==> src/rtl/minus3_serial_decoder_pkg.sv <==
// Shared types and constants for the serial excess-3 to BCD decoder.
package minus3_serial_decoder_pkg;

  typedef enum logic [2:0] {
    B0   = 3'd0,
    B1_N = 3'd1,
    B1_B = 3'd2,
    B2_N = 3'd3,
    B2_B = 3'd4,
    B3_N = 3'd5,
    B3_B = 3'd6
  } state_t;

  localparam logic [3:0] K_EXCESS = 4'b0011;
  localparam logic [3:0] BCD_MAX  = 4'd9;

  // Position of the bit currently being received within the digit.
  function automatic logic [1:0] bit_index(input state_t st);
    case (st)
      B0:          return 2'd0;
      B1_N, B1_B:  return 2'd1;
      B2_N, B2_B:  return 2'd2;
      default:     return 2'd3;
    endcase
  endfunction

  function automatic logic borrow_pending(input state_t st);
    return (st == B1_B) || (st == B2_B) || (st == B3_B);
  endfunction

endpackage

==> src/rtl/minus3_serial_decoder_if.sv <==
// Serial input / decoded output bundle for minus3_serial_decoder.
interface minus3_serial_decoder_if #(parameter int NDIG = 2);

  logic              x;
  logic              en;
  logic              s;
  logic              err;
  logic [3:0]        digit;
  logic              digit_vld;
  logic [4*NDIG-1:0] word;
  logic              word_vld;

  modport master (
    output x, en,
    input  s, err, digit, digit_vld, word, word_vld
  );

  modport slave (
    input  x, en,
    output s, err, digit, digit_vld, word, word_vld
  );

endinterface

==> src/rtl/minus3_serial_decoder_bit_cell.sv <==
// One-bit full subtractor: x - k - bin -> s, bout.
module minus3_serial_decoder_bit_cell (
  input  logic x,
  input  logic k,
  input  logic bin,
  output logic s,
  output logic bout
);

  assign s    = x ^ k ^ bin;
  assign bout = k ? (~x | bin) : (~x & bin);

endmodule

==> src/rtl/minus3_serial_decoder.sv <==
// Serial excess-3 -> BCD decoder with digit/word assembly.
// Define MINUS3_STICKY_ERR_EN to make ERR hold until reset instead of pulsing.
module minus3_serial_decoder
  import minus3_serial_decoder_pkg::*;
#(
  parameter int NDIG = 2
) (
  input logic                  clk,
  input logic                  rst,
  minus3_serial_decoder_if.slave bus
);

  localparam int         W        = 4 * NDIG;
  localparam logic [3:0] CNT_LAST = 4'(NDIG - 1);

  state_t         state;
  state_t         state_next;
  logic           k;
  logic           b;
  logic           cell_s;
  logic           cell_bout;
  logic           closing;
  logic [2:0]     sr;
  logic [3:0]     cnt;
  logic [W-1:0]   acc;
  logic [W-1:0]   acc_next;
  logic [3:0]     result;
  logic           bad;

  minus3_serial_decoder_bit_cell u_cell (
    .x    (bus.x),
    .k    (k),
    .bin  (b),
    .s    (cell_s),
    .bout (cell_bout)
  );

  always_ff @(posedge clk or posedge rst) begin
    if (rst) state <= B0;
    else     state <= state_next;
  end

  // The borrow out of the cell picks the _B/_N flavour of the next state.
  always_comb begin
    state_next = state;
    if (bus.en) begin
      case (state)
        B0:         state_next = cell_bout ? B1_B : B1_N;
        B1_N, B1_B: state_next = cell_bout ? B2_B : B2_N;
        B2_N, B2_B: state_next = cell_bout ? B3_B : B3_N;
        default:    state_next = B0;
      endcase
    end
  end

  always_comb begin
    k       = K_EXCESS[bit_index(state)];
    b       = borrow_pending(state);
    bus.s   = bus.en & cell_s;
    closing = bus.en && ((state == B3_N) || (state == B3_B));
  end

  assign result   = {cell_s, sr};
  assign bad      = cell_bout | (result > BCD_MAX);
  assign acc_next = W'({acc, result});

  // Datapath: collect S bits, publish digits and assembled words.
  always_ff @(posedge clk or posedge rst) begin
    if (rst) begin
      sr            <= '0;
      cnt           <= '0;
      acc           <= '0;
      bus.digit     <= '0;
      bus.digit_vld <= 1'b0;
      bus.word      <= '0;
      bus.word_vld  <= 1'b0;
      bus.err       <= 1'b0;
    end else begin
      bus.digit_vld <= 1'b0;
      bus.word_vld  <= 1'b0;
`ifndef MINUS3_STICKY_ERR_EN
      bus.err       <= 1'b0;
`endif
      if (closing) begin
        bus.digit     <= result;
        bus.digit_vld <= 1'b1;
        acc           <= acc_next;
`ifdef MINUS3_STICKY_ERR_EN
        if (bad) bus.err <= 1'b1;
`else
        bus.err       <= bad;
`endif
        if (cnt == CNT_LAST) begin
          cnt          <= '0;
          bus.word     <= acc_next;
          bus.word_vld <= 1'b1;
        end else begin
          cnt <= cnt + 4'd1;
        end
      end else if (bus.en) begin
        sr <= {cell_s, sr[2:1]};
      end
    end
  end

endmodule

==> src/flat_wrapper.sv <==
// flat-port wrapper written by rule: the top's interface ports become plain ports
module minus3_serial_decoder_flat import minus3_serial_decoder_pkg::*;
#(
  parameter int NDIG = 2
)
  (clk, rst, bus_x, bus_en, bus_s, bus_err, bus_digit, bus_digit_vld, bus_word, bus_word_vld);
  minus3_serial_decoder_if #(.NDIG(NDIG)) bus_i ();
  input logic clk;
  input logic rst;
  input wire logic [$bits(bus_i.x)-1:0] bus_x;
  input wire logic [$bits(bus_i.en)-1:0] bus_en;
  output wire logic [$bits(bus_i.s)-1:0] bus_s;
  output wire logic [$bits(bus_i.err)-1:0] bus_err;
  output wire logic [$bits(bus_i.digit)-1:0] bus_digit;
  output wire logic [$bits(bus_i.digit_vld)-1:0] bus_digit_vld;
  output wire logic [$bits(bus_i.word)-1:0] bus_word;
  output wire logic [$bits(bus_i.word_vld)-1:0] bus_word_vld;
  assign bus_i.x = bus_x;
  assign bus_i.en = bus_en;
  assign bus_s = bus_i.s;
  assign bus_err = bus_i.err;
  assign bus_digit = bus_i.digit;
  assign bus_digit_vld = bus_i.digit_vld;
  assign bus_word = bus_i.word;
  assign bus_word_vld = bus_i.word_vld;
  minus3_serial_decoder #(.NDIG(NDIG)) u_core (.clk(clk), .rst(rst), .bus(bus_i));
endmodule
==> config.mk <==
export PLATFORM = sky130hd
export DESIGN_NAME = minus3_serial_decoder_flat
export DESIGN_NICKNAME = d
export VERILOG_FILES = /design/src/rtl/minus3_serial_decoder_pkg.sv /design/src/rtl/minus3_serial_decoder_if.sv /design/src/rtl/minus3_serial_decoder_bit_cell.sv /design/src/rtl/minus3_serial_decoder.sv /design/src/flat_wrapper.sv
export SDC_FILE = /design/constraint.sdc
export NUM_CORES = 1
export LEC_CHECK = 0
export BUFFER_PORTS_ARGS = -buffer_cell sky130_fd_sc_hd__buf_4
export CORE_ASPECT_RATIO = 1.4
export CORE_MARGIN = 2
export CORE_UTILIZATION = 56
export CTS_BUF_LIST = sky130_fd_sc_hd__clkbuf_2 sky130_fd_sc_hd__clkbuf_4 sky130_fd_sc_hd__clkbuf_8
export DETAILED_ROUTE_END_ITERATION = 6
export PLACE_DENSITY = 0.92
export SETUP_SLACK_MARGIN = 0.5
export SYNTH_ARGS = -nofsm -noshare
export SYNTH_HDL_FRONTEND = slang
export SYNTH_SLANG_ARGS = --single-unit
==> constraint.sdc <==
create_clock -name clk -period 2.1 [get_ports clk]
set_clock_uncertainty 0.1 [all_clocks]
set_input_delay 0.525 -clock clk [delete_from_list [all_inputs] [get_ports clk]]
set_output_delay 0.525 -clock clk [all_outputs]
set_load 0.01 [all_outputs]
# After elaboration in Yosys (flattened, before gate mapping)
# Cells that the tools add are included.
# word_totals
ff_bits	29
input_bits	4
output_inout_bits	16
wordCells	49
# op_classes
n_addsub	1
n_lt_le_gt_ge	2
n_eq_ne	7
muxes	13
bitwise_logic	8
n_reduce_logical	9
# ops
op	n
$eq 3x3->1 const B	3
$pmux 3 s3	1
$eq 3x2->1 const B	2
$mux 1	6
$pmux 2 s3	1
$add 4x1->4 const B	1
$eq 4x1->1 const B	1
$gt 4x4->1 const B	1
$mux 2	2
$mux 4	1
$reduce_and 2->1	2
$reduce_or 2->1	2
$eq 3x1->1 const B	1
$logic_not 3->1	1
$logic_or 1x1->1	3
$lt 2x3->1 const B	1
$mux 3	1
$and 1x1->1	2
$bmux 1 s2	1
$not 1->1	2
$or 1x1->1	2
$xor 1x1->1	2
$logic_and 1x1->1	1

# Longest topological paths before layout
# Gate-level depths: netlist of the first run.
# logic_depth
depth_word	10
depth_mapped	5
mapped_depth_nobuf	3

# Cells and area by module
# Synthesis of the first run repeated with hierarchy kept, for this count alone.
# unflattened
hier_cells	84
hier_area_um2	1097.3
# modules_own_cells
module	n_inst	cells_each	area_each_um2	seq_area_each_um2
minus3_serial_decoder	1	80	1064.8	625.6
minus3_serial_decoder_bit_cell	1	4	32.5	0.0

# Worst setup path before layout of the first run
# OpenSTA, ideal clock, no wires.
# synth_path
kind	input to register
from	input port bus_en
to	register u_core.bus.word[0]
setup_ns	0.125
arrival_time_ns	1.708
required_ns	1.875
path_slack_ns	0.167
stages	5
n_path_buf	2
path_cell_list	clkbuf_1 nand2_1 or3_1 buf_6 mux2_4
# synth_between
elab_chain_len	2
# synth_lines
element	line	rtl
start, declared	flat_wrapper.sv:11	input wire logic [$bits(bus_i.en)-1:0] bus_en;
$logic_and 1x1->1	minus3_serial_decoder.sv:60	closing = bus.en && ((state == B3_N) || (state == B3_B));
$reduce_and 2->1 (no source line)	-	
end signal, assigned	minus3_serial_decoder.sv:95	bus.word <= acc_next;
end, declared	minus3_serial_decoder_if.sv:20	output s, err, digit, digit_vld, word, word_vld
# Every way passes these cells.
# A chain may end at the register's enable or synchronous reset.

# Worst setup path after layout of the first run
# layout_path
from	register u_core.state[1]
to	output port bus_s
# layout_between
elab_chain_len	8
elab_cells_between_ends	16
cone_classes	5 x eq/ne; 3 x mux; 3 x bitwise; 5 x reduce/logical
# layout_lines
element	line	rtl
start, declared	minus3_serial_decoder.sv:16	state_t state;
start signal, assigned	minus3_serial_decoder.sv:40	else state <= state_next;
$eq 3x2->1 (tied with other cells)	minus3_serial_decoder_pkg.sv:19	case (st)
$reduce_or 2->1	minus3_serial_decoder_pkg.sv:19	
$pmux 2 s3	minus3_serial_decoder_pkg.sv:19	
$bmux 1 s2	minus3_serial_decoder.sv:57	k = K_EXCESS[bit_index(state)];
$mux 1 (implied by the code)	minus3_serial_decoder.sv:57	
$xor 1x1->1	minus3_serial_decoder_bit_cell.sv:10	assign s = x ^ k ^ bin;
$xor 1x1->1 (*)	minus3_serial_decoder_bit_cell.sv:10	
$and 1x1->1 (*)	minus3_serial_decoder.sv:59	bus.s = bus.en & cell_s;
end, declared	flat_wrapper.sv:12	output wire logic [$bits(bus_i.s)-1:0] bus_s;
# Every way passes the cells marked *; elsewhere a longest branch is shown, timed or not. The select of a mux whose other input is x is not followed.

==> results of run 1 <==
==> worst min-delay path, cell delays in order <==
cell	delay, ns
buf_4	0.11
inv_1	0.04
buf_4	0.29
==> cells in the mapped netlist <==
cell type  number  area [um^2]
dfrtp_1        25          626
mux2_4          8          120
mux2_2          7         78.8
nand2_1         6         22.5
o21ai_0         6         30.0
nor2_1          5         18.8
inv_1           4         15.0
xor2_1          4         35.0
a21oi_1         3         15.0
clkbuf_1        3         11.3
buf_2           2         10.0
mux2i_1         2         20.0
nor2b_1         2         12.5
a22o_1          1         8.76
and2_1          1         6.26
and3b_1         1         8.76
buf_6           1         11.3
nor3_1          1         5.00
nor3b_1         1         7.51
nor4b_1         1         8.76
o2111ai_1       1         8.76
o2bb2ai_1       1         8.76
or3_1           1         6.26
or4b_1          1         10.0
xnor2_1         1         8.76
==> cell type report <==
cell class | instances | area share
Tap cell | 21 | 0.0161
Inverter | 4 | 0.00917
Sequential cell | 25 | 0.383
Multi-Input combinational cell | 55 | 0.357
Timing Repair Buffer | 41 | 0.216
Clock buffer | 4 | 0.0183
==> cells in the final DEF (no fill, tap or decap), types with 2 or more instances in the layout <==
cell      count
a21oi_1       3
clkbuf_4      4
nor2_1        4
or3_4         2
nand2_1       6
buf_6         9
mux2_4       15
inv_1         3
nor2b_1       2
dfrtp_1      24
buf_4        31
o21ai_0       5
xor2_1        3
==> per-stage QoR <==
stage / hold slack (ns) / worst slack, ns / cell area (um^2) / setup TNS [ns] / utilization
4_1_cts: 0.151 / 0.0516 / 1550 / 0 / 0.802
3_3_place_gp: 0.368 / 0.105 / 1310 / 0 / 0.682
5_1_grt: 0.166 / -0.0435 / 1640 / -0.0435 / 0.850
2_1_floorplan: 0.356 / 0.248 / 1150 / 0 / -
6_report: 0.126 / 0.0165 / 1640 / 0 / 0.850
3_5_place_dp: 0.402 / 0.0591 / 1310 / 0 / 0.682
==> worst paths after layout <==
check,startpoint,end,slack [ns],cells after the start
setup / recovery,u_core.state[1],bus_s,0.02,5
setup reg to reg,u_core.state[1],u_core.bus.digit[2],0.16,8
max in group asynchronous,rst,u_core.state[2],1.53,3
min in group clk,bus_en,u_core.state[0],0.36,2
hold / removal,rst,u_core.sr[1],0.13,3
hold reg to reg,u_core.bus.word[5],u_core.bus.word[5],0.43,1
==> routing by layer <==
| metal | up-vias | wire length (um) | global-route usage |
|---|---|---|---|
| met3 | 5 | 79 | 0.0386 |
| met2 | 21 | 1540 | 0.435 |
| li1 | 383 | - | - |
| met5 | - | 0 | 0 |
| met4 | 0 | 77 | 0.194 |
| met1 | 429 | 1200 | 0.280 |
==> kinds of logic (layout without fill, tap and decap cells) <==
group / after synthesis / in the layout / synth area share
DFF: 25 / 25 / 0.562
and+or+nand+nor: 20 / 21 / 0.0955
muxes: 17 / 17 / 0.197
AOI/OAI and AO/OA: 12 / 12 / 0.0640
buffers and inverters: 10 / 49 / 0.0427
xor gates and xnor gates: 5 / 5 / 0.0393
==> flip-flops by register name (all words and copies together) (netlist names) <==
signal and count:
u_core.cnt 4, u_core.sr 3, u_core.bus.digit 4, u_core.state 3
u_core.bus.digit_vld 1, u_core.bus.word_vld 1, u_core.bus.word 8, u_core.bus.err 1
==> power by group <==
part           internal [mW]  switching (mW)  total [mW]
registers              0.663           0.165       0.828
clock network         0.0877           0.142       0.229
logic                  0.857           0.566        1.42
==> repair_timing <==
item,4_1_cts,5_1_grt
pin swaps,8,10
setup buffers,14,3
hold endpoints to repair,0,0
hold buffers,0,0
gates resized for setup,21,12
gates cloned,1,0
setup endpoints to repair,16,21
==> impl_metrics.toml, run 1 <==
[layout]
final_nets = 134
instances_no_fill = 150
drive_gt1_frac = 0.574
diodes = 0
seqCellArea_um2 = 627
area_delta_synth_final_pct = 47.0
multi_input_area_um2 = 584
n_fill_cell = 94

[sta]
fmax_mhz = 480
period_share = 0.992
slew_headroom = 0.796
setup_viol = 0
hold_violations = 0
slew_viol_final = 0
worst_pin_slew_ns = 0.306
min_period_ns = 2.08
rsz0062_at_grt = "true"

[routing]
first_pass_iters = 4
wl_per_cell_um = 19.3
num_vias = 838
routed_wirelength_um = 2900
drtIter0Drc = 8
drc_errors = 0
drtAntennaViolNets = 0
vias_per_cell = 5.59

[clock_network]
cts_tree = "built"
cts.htree.levels = 1
clockBufferDepth = 2
cts_root_buf = "clkbuf_4"
cts_buffers = 3
clk_pin_slew_ns = 0.12
worstSkewPairLatency_ns = 0.33
cts_sinks = 25

[worst_setup_path]
critPathLaunchType = "flop"
cp_top_family = "flip-flops"
crit_type = "flop to primary output"
critPathMaxStageDelay_ns = 0.42
timing.critical_path.mode_cell = "buf_6"
cp_slowest_cell = "dfrtp_1"
crit_path_max_fanout = 2
cp.arrival_ns = 1.46
path_buf_inv = 2
cp-end-kind = "primary output"
path_cells = "buf_6, mux2i_4, xor2_2, and2_4, buf_6"
worstPathRequired_ns = 1.47

[placed_design]
io_buffers = 19
hpwl_um = 1390
placedCellCount = 128
gp_routability_congestion = 0.816

[floorplan]
fp.dieW_um = 41.7
coreArea_um2 = 1930
initial_core_util = 0.578
dieArea_um2 = 2370
fp.dieH_um = 56.8
std_cell_rows = 19
ioPinCount = 20

[pwr]
total_power_mw = 2.48
power.leakage_nw = 0.842
ir_drop_v = 0.00103
power_density_nw_per_um2 = 1520

[global_routing]
grt_pass1_vias = 853
grt_pass1_wl_um = 4260
grt_usage = 0.256
grt_max_degree = 26
grt_overflow_total = 0
antenna_found_initial = 0

[yosys]
yosys_warnings = 0
syn_avg_cell_area_um2 = 12.5
ys_seq_area_frac = 0.562
ys_seq_elements = 25
synthCells = 89
synth_area_um2 = 1110
syn-num-nets = 93
synth.distinct_cells = 25

[flow_run]
drv_cap = 0

[status]
outcome = "finished, final reports clean"

[hold_path]
hold_path_class = "input port to async pin"
Power figures use the tool's default switching activity.
==> inputs of run 2 (changes only) <==
- ABC_AREA: unset -> 1
==> impl_metrics.toml, run 2 <==
[floorplan]
fp.dieW_um = 41.6
coreArea_um2 = 1930
dieArea_um2 = 2360
ioPinCount = 20
std_cell_rows = 19
initial_core_util = 0.577
fp.dieH_um = 56.7

[layout]
final_nets = 166
largest-register = "u_core.bus.word"
drive_gt1_frac = 0.311
seqCellArea_um2 = 627
multi_input_area_um2 = 440
diodes = 0
top_regs = "u_core.bus.word: 8 flops, u_core.bus.digit: 4 flops, u_core.cnt: 4 flops"
n_fill_cell = 151
final_common_cell = "nand2_1"
layout_common_cells = "51 x nand2_1, 27 x buf_4, 24 x dfrtp_1"
area_delta_synth_final_pct = 25.9
largest_reg_flops = 8

[yosys]
yosys_warnings = 0
synth_compound_area_frac = 0.0631
synth_xor_area_frac = 0.0236
synth_area_um2 = 1110
synthSimpleGateAreaFrac = 0.293
synth_top_family_by_area = "simple AND/OR/NAND/NOR gates"
syn-num-nets = 133
synthCells = 129
ys.flop_type = "dfrtp_1"
synthMuxAreaShare = 0
ys_seq_elements = 25
synth_edf_count = 0
syn_avg_cell_area_um2 = 8.61
synthTopCellsByArea = "dfrtp_1 56%, nand2_1 19%, o21ai_0 4.1%"
synth.distinct_cells = 18
yosysMostFrequentCell = "nand2_1"
ys_seq_area_frac = 0.563
async_flop_share = 1.00
synth.largest_area_cell = "dfrtp_1"
synth_fa_ha_area_frac = 0
synthTopCellsByCount = "55 x nand2_1, 25 x dfrtp_1, 11 x inv_1"
synth_top_area_frac = 0.563

[routing]
routed_wirelength_um = 2590
vias_per_cell = 5.45
drtAntennaViolNets = 0
drc_errors = 0
first_pass_iters = 4
num_vias = 991
drtIter0Drc = 37
wl_per_cell_um = 14.2

[worst_setup_path]
cp-end-kind = "primary output"
critPathMaxStageDelay_ns = 0.45
cp_slowest_cell = "dfrtp_2"
timing.critical_path.mode_cell = "nand2_2"
crit_path_max_fanout = 3
crit_type = "flop to primary output"
cp.arrival_ns = 1.27
critPathLaunchType = "flop"
cp_top_family = "flip-flops"
path_cells = "inv_2, nand2_2, nand2_2, nand2_2, nand2_2, nor2_2, buf_4"
path_buf_inv = 2
worstPathRequired_ns = 1.47

[global_routing]
grt_max_degree = 26
grt_usage = 0.217
grt_pass1_vias = 923
antenna_found_initial = 0
grt_pass1_wl_um = 3980
grt_overflow_total = 0

[sta]
fin_setup_tns_ns = 0
rsz0062_at_grt = "true"
period_share = 0.901
slew_viol_final = 0
fmax_mhz = 528
fin_ws_ns = 0.207
hold_violations = 0
worst_pin_slew_ns = 0.318
slew_headroom = 0.788
setup_viol = 0
min_period_ns = 1.89

[pwr]
power_density_nw_per_um2 = 1280
power.leakage_nw = 0.771
ir_drop_v = 0.000831

[clock_network]
cts_tree = "built"
clk_pin_slew_ns = 0.13
cts.htree.levels = 1
clockBufferDepth = 2
cts_root_buf = "clkbuf_4"
cts_buffers = 3
cts_sinks = 25
worstSkewPairLatency_ns = 0.31

[status]
outcome = "finished, final reports clean"

[placed_design]
hpwl_um = 1740
pre_cts_ws_ns = 0.347
io_buffers = 19
gp_routability_congestion = 0.820

[flow_run]
drv_cap = 0

[hold_path]
hold_path_class = "input port to async pin"
==> run 2: metrics by stage <==
step / cells / power [mW] / hold slack (ns) / util / instance area, um^2
2_1_floorplan: 129 / 1.17 / 0.364 / - / 1110
3_3_place_gp: 169 / 1.39 / 0.355 / 0.663 / 1280
3_5_place_dp: 169 / 1.45 / 0.360 / 0.663 / 1280
4_1_cts: 177 / 1.72 / 0.158 / 0.697 / 1340
5_1_grt: 182 / 1.90 / 0.182 / 0.726 / 1400
6_report: 182 / 1.79 / 0.146 / 0.726 / 1400
==> run 2: worst reg2reg max path, stage by stage, from the launching register on <==
cell and delay (ns):
dfrtp_1 0.43, buf_4 0.16, nand2_1 0.12, nand4_4 0.23, buf_12 0.22, or2_0 0.21, nand2_1 0.07
==> run 2: layout make-up <==
cell class                      instances  area share
Sequential cell                        25       0.448
Tap cell                               21      0.0188
Inverter                               14      0.0376
Multi-Input combinational cell         90       0.315
Timing Repair Buffer                   28       0.159
Clock buffer                            4      0.0215
==> run 2: cells by family after synthesis <==
group / Yosys count
buf+inv: 15
xor+xnor: 3
flops: 25
simple gates: 72
compound gates: 14
==> run 2: final timing paths <==
check                              startpoint  depth (start not counted)              endpoint  slack [ns]
min in group clk                       bus_en                          2       u_core.state[1]        0.37
min                                       rst                          3  u_core.bus.digit_vld        0.15
max in group asynchronous                 rst                          3       u_core.state[2]        1.49
max reg2reg                   u_core.state[1]                          6        u_core.bus.err        0.51
max                           u_core.state[2]                          7                 bus_s        0.21
min reg2reg                u_core.bus.word[3]                          2    u_core.bus.word[3]        0.39
==> run 2: power by group <==
group	switching (mW)	internal, mW
clock	0.134	0.0869
sequential	0.121	0.646
combinational	0.453	0.348
==> run 2: per-layer routing <==
| layer | up-vias | track usage | share of wire |
|---|---|---|---|
| met5 | - | 0 | 0 |
| met4 | 0 | 0.0691 | 0.021 |
| met1 | 472 | 0.246 | 0.38 |
| li1 | 462 | - | - |
| met3 | 10 | 0.0225 | 0.047 |
| met2 | 47 | 0.413 | 0.55 |
==> run 2: repair_timing <==
| action | CTS | global route |
|---|---|---|
| gates cloned | 0 | 1 |
| hold buffers | 0 | 0 |
| pin swaps | 1 | 4 |
| resized for setup | 4 | 3 |
| setup buffers | 4 | 4 |
| endpoints found under the setup margin | 1 | 10 |
==> inputs of run 3 (changes only) <==
- CORE_ASPECT_RATIO: 1.4 -> unset
==> impl_metrics.toml, run 3 (synthesized netlist as in run 2, its figures left out) <==
[sta]
setup_viol = 0
fmax_mhz = 520
worst_pin_slew_ns = 0.305
period_share = 0.915
hold_violations = 0
slew_viol_final = 0
slew_headroom = 0.797
rsz0062_at_grt = "true"
fin_setup_tns_ns = 0
min_period_ns = 1.92

[worst_setup_path]
critPathLaunchType = "flop"
crit_type = "flop to primary output"
cp_top_family = "flip-flops"
cp_slowest_cell = "dfrtp_1"
r2r_cells = 6
r2r-end = "u_core.bus.err"
timing.critical_path.mode_cell = "nand2_2"
path_buf_inv = 1
cp.arrival_ns = 1.30
r2r_start = "u_core.state[1]"
path_cells = "nand2_2, nand2_2, nand2_2, nand2_2, nor2_1, buf_4"
crit_path_max_fanout = 4
critPathMaxStageDelay_ns = 0.45
cp-end-kind = "primary output"
worstPathRequired_ns = 1.47
reg2reg_slack_ns = 0.59

[clock_network]
cts_buffers = 3
clockBufferDepth = 2
cts_tree = "built"
cts.htree.levels = 1
clk_pin_slew_ns = 0.13
cts_sinks = 25
cts_root_buf = "clkbuf_4"
worstSkewPairLatency_ns = 0.33

[routing]
drtIter0Drc = 4
first_pass_iters = 4
wl_per_cell_um = 12.3
num_vias = 914
routed_wirelength_um = 2290
drc_errors = 0
drtAntennaViolNets = 0
vias_per_cell = 4.89

[pwr]
ir_drop_v = 0.000728
power.leakage_nw = 0.779
power_density_nw_per_um2 = 1260
total_power_mw = 1.78

[global_routing]
antenna_found_initial = 0
grt_overflow_total = 0
grt_pass1_wl_um = 3510
grt_max_degree = 26
grt_pass1_vias = 838
grt_usage = 0.196

[floorplan]
std_cell_rows = 16
dieArea_um2 = 2360
ioPinCount = 20
coreArea_um2 = 1920
initial_core_util = 0.578
fp.dieW_um = 48.5
fp.dieH_um = 48.5

[placed_design]
hpwl_um = 1500
io_buffers = 19
gp_routability_congestion = 0.757

[layout]
top_regs = "u_core.bus.word: 8 flops, u_core.bus.digit: 4 flops, u_core.cnt: 4 flops"
largest_reg_flops = 8
layout_common_cells = "51 x nand2_1, 27 x buf_4, 24 x dfrtp_1"
area_delta_synth_final_pct = 26.5
final_common_cell = "nand2_1"
final_nets = 165
drive_gt1_frac = 0.306
diodes = 0
largest-register = "u_core.bus.word"

[flow_run]
drv_cap = 0

[status]
outcome = "finished, final reports clean"

[hold_path]
hold_path_class = "input port to async pin"
run 3: cell count changes in the layout (fill, tap and decap cells not counted), sizes merged:
cell	delta
clkinv	+1
clkbuf	-1
nor2	-1
run 3: per-stage QoR:
| step | worst slack (ns) | cells | instance area, um^2 | util | hold WS, ns |
|---|---|---|---|---|---|
| finish | 0.178 | 187 | 1410 | 0.731 | 0.121 |
| detailed placement | 0.395 | 175 | 1280 | 0.668 | 0.360 |
| global placement | 0.445 | 175 | 1280 | 0.668 | 0.355 |
| CTS | 0.204 | 184 | 1350 | 0.704 | 0.135 |
| global route | 0.0863 | 187 | 1410 | 0.731 | 0.160 |
| floorplan | 0.556 | 129 | 1110 | - | 0.364 |
run 3: layout make-up:
class / instances / area (um^2)
Sequential cell: 25 / 627
Clock buffer: 3 / 22.5
Fill cell: 143 / 517
Inverter: 14 / 52.6
Clock inverter: 1 / 5.00
Timing Repair Buffer: 28 / 223
Multi-Input combinational cell: 89 / 442
Tap cell: 27 / 33.8
run 3: how the worst max path moves through the flow:
stage                    startpoint  endpoint  slack (ns)  cells past startpoint
detailed placement  u_core.state[2]     bus_s        0.40                      7
CTS                 u_core.state[2]     bus_s        0.20                      6
floorplan           u_core.state[2]     bus_s        0.56                      6
global route        u_core.state[0]     bus_s        0.09                      6
finish              u_core.state[0]     bus_s        0.18                      6
global placement              bus_x     bus_s        0.45                      6
run 3: metal layers:
metal	vias to the layer above	track usage	wire length, um
met5	-	0	0
met4	0	0.114	46
met3	5	0.0340	70
met2	19	0.352	1200
met1	430	0.218	975
li1	460	-	-
run 3: power by group:
part           total [mW]  internal, mW  switching [mW]
registers           0.772         0.646           0.126
clock network       0.213        0.0715           0.142
logic               0.791         0.359           0.432
total                1.78          1.08           0.699
run 3: tightest hold or removal path: cells and delay by family:
family / cells / cell delay [ns]
buf+inv: 3 / 0.44
run 3: what timing repair did:
action	4_1_cts	5_1_grt
hold buffers	0	0
buffers inserted	5	3
gates resized for setup	3	5
endpoints found under the setup margin	1	9
pin swaps	1	4
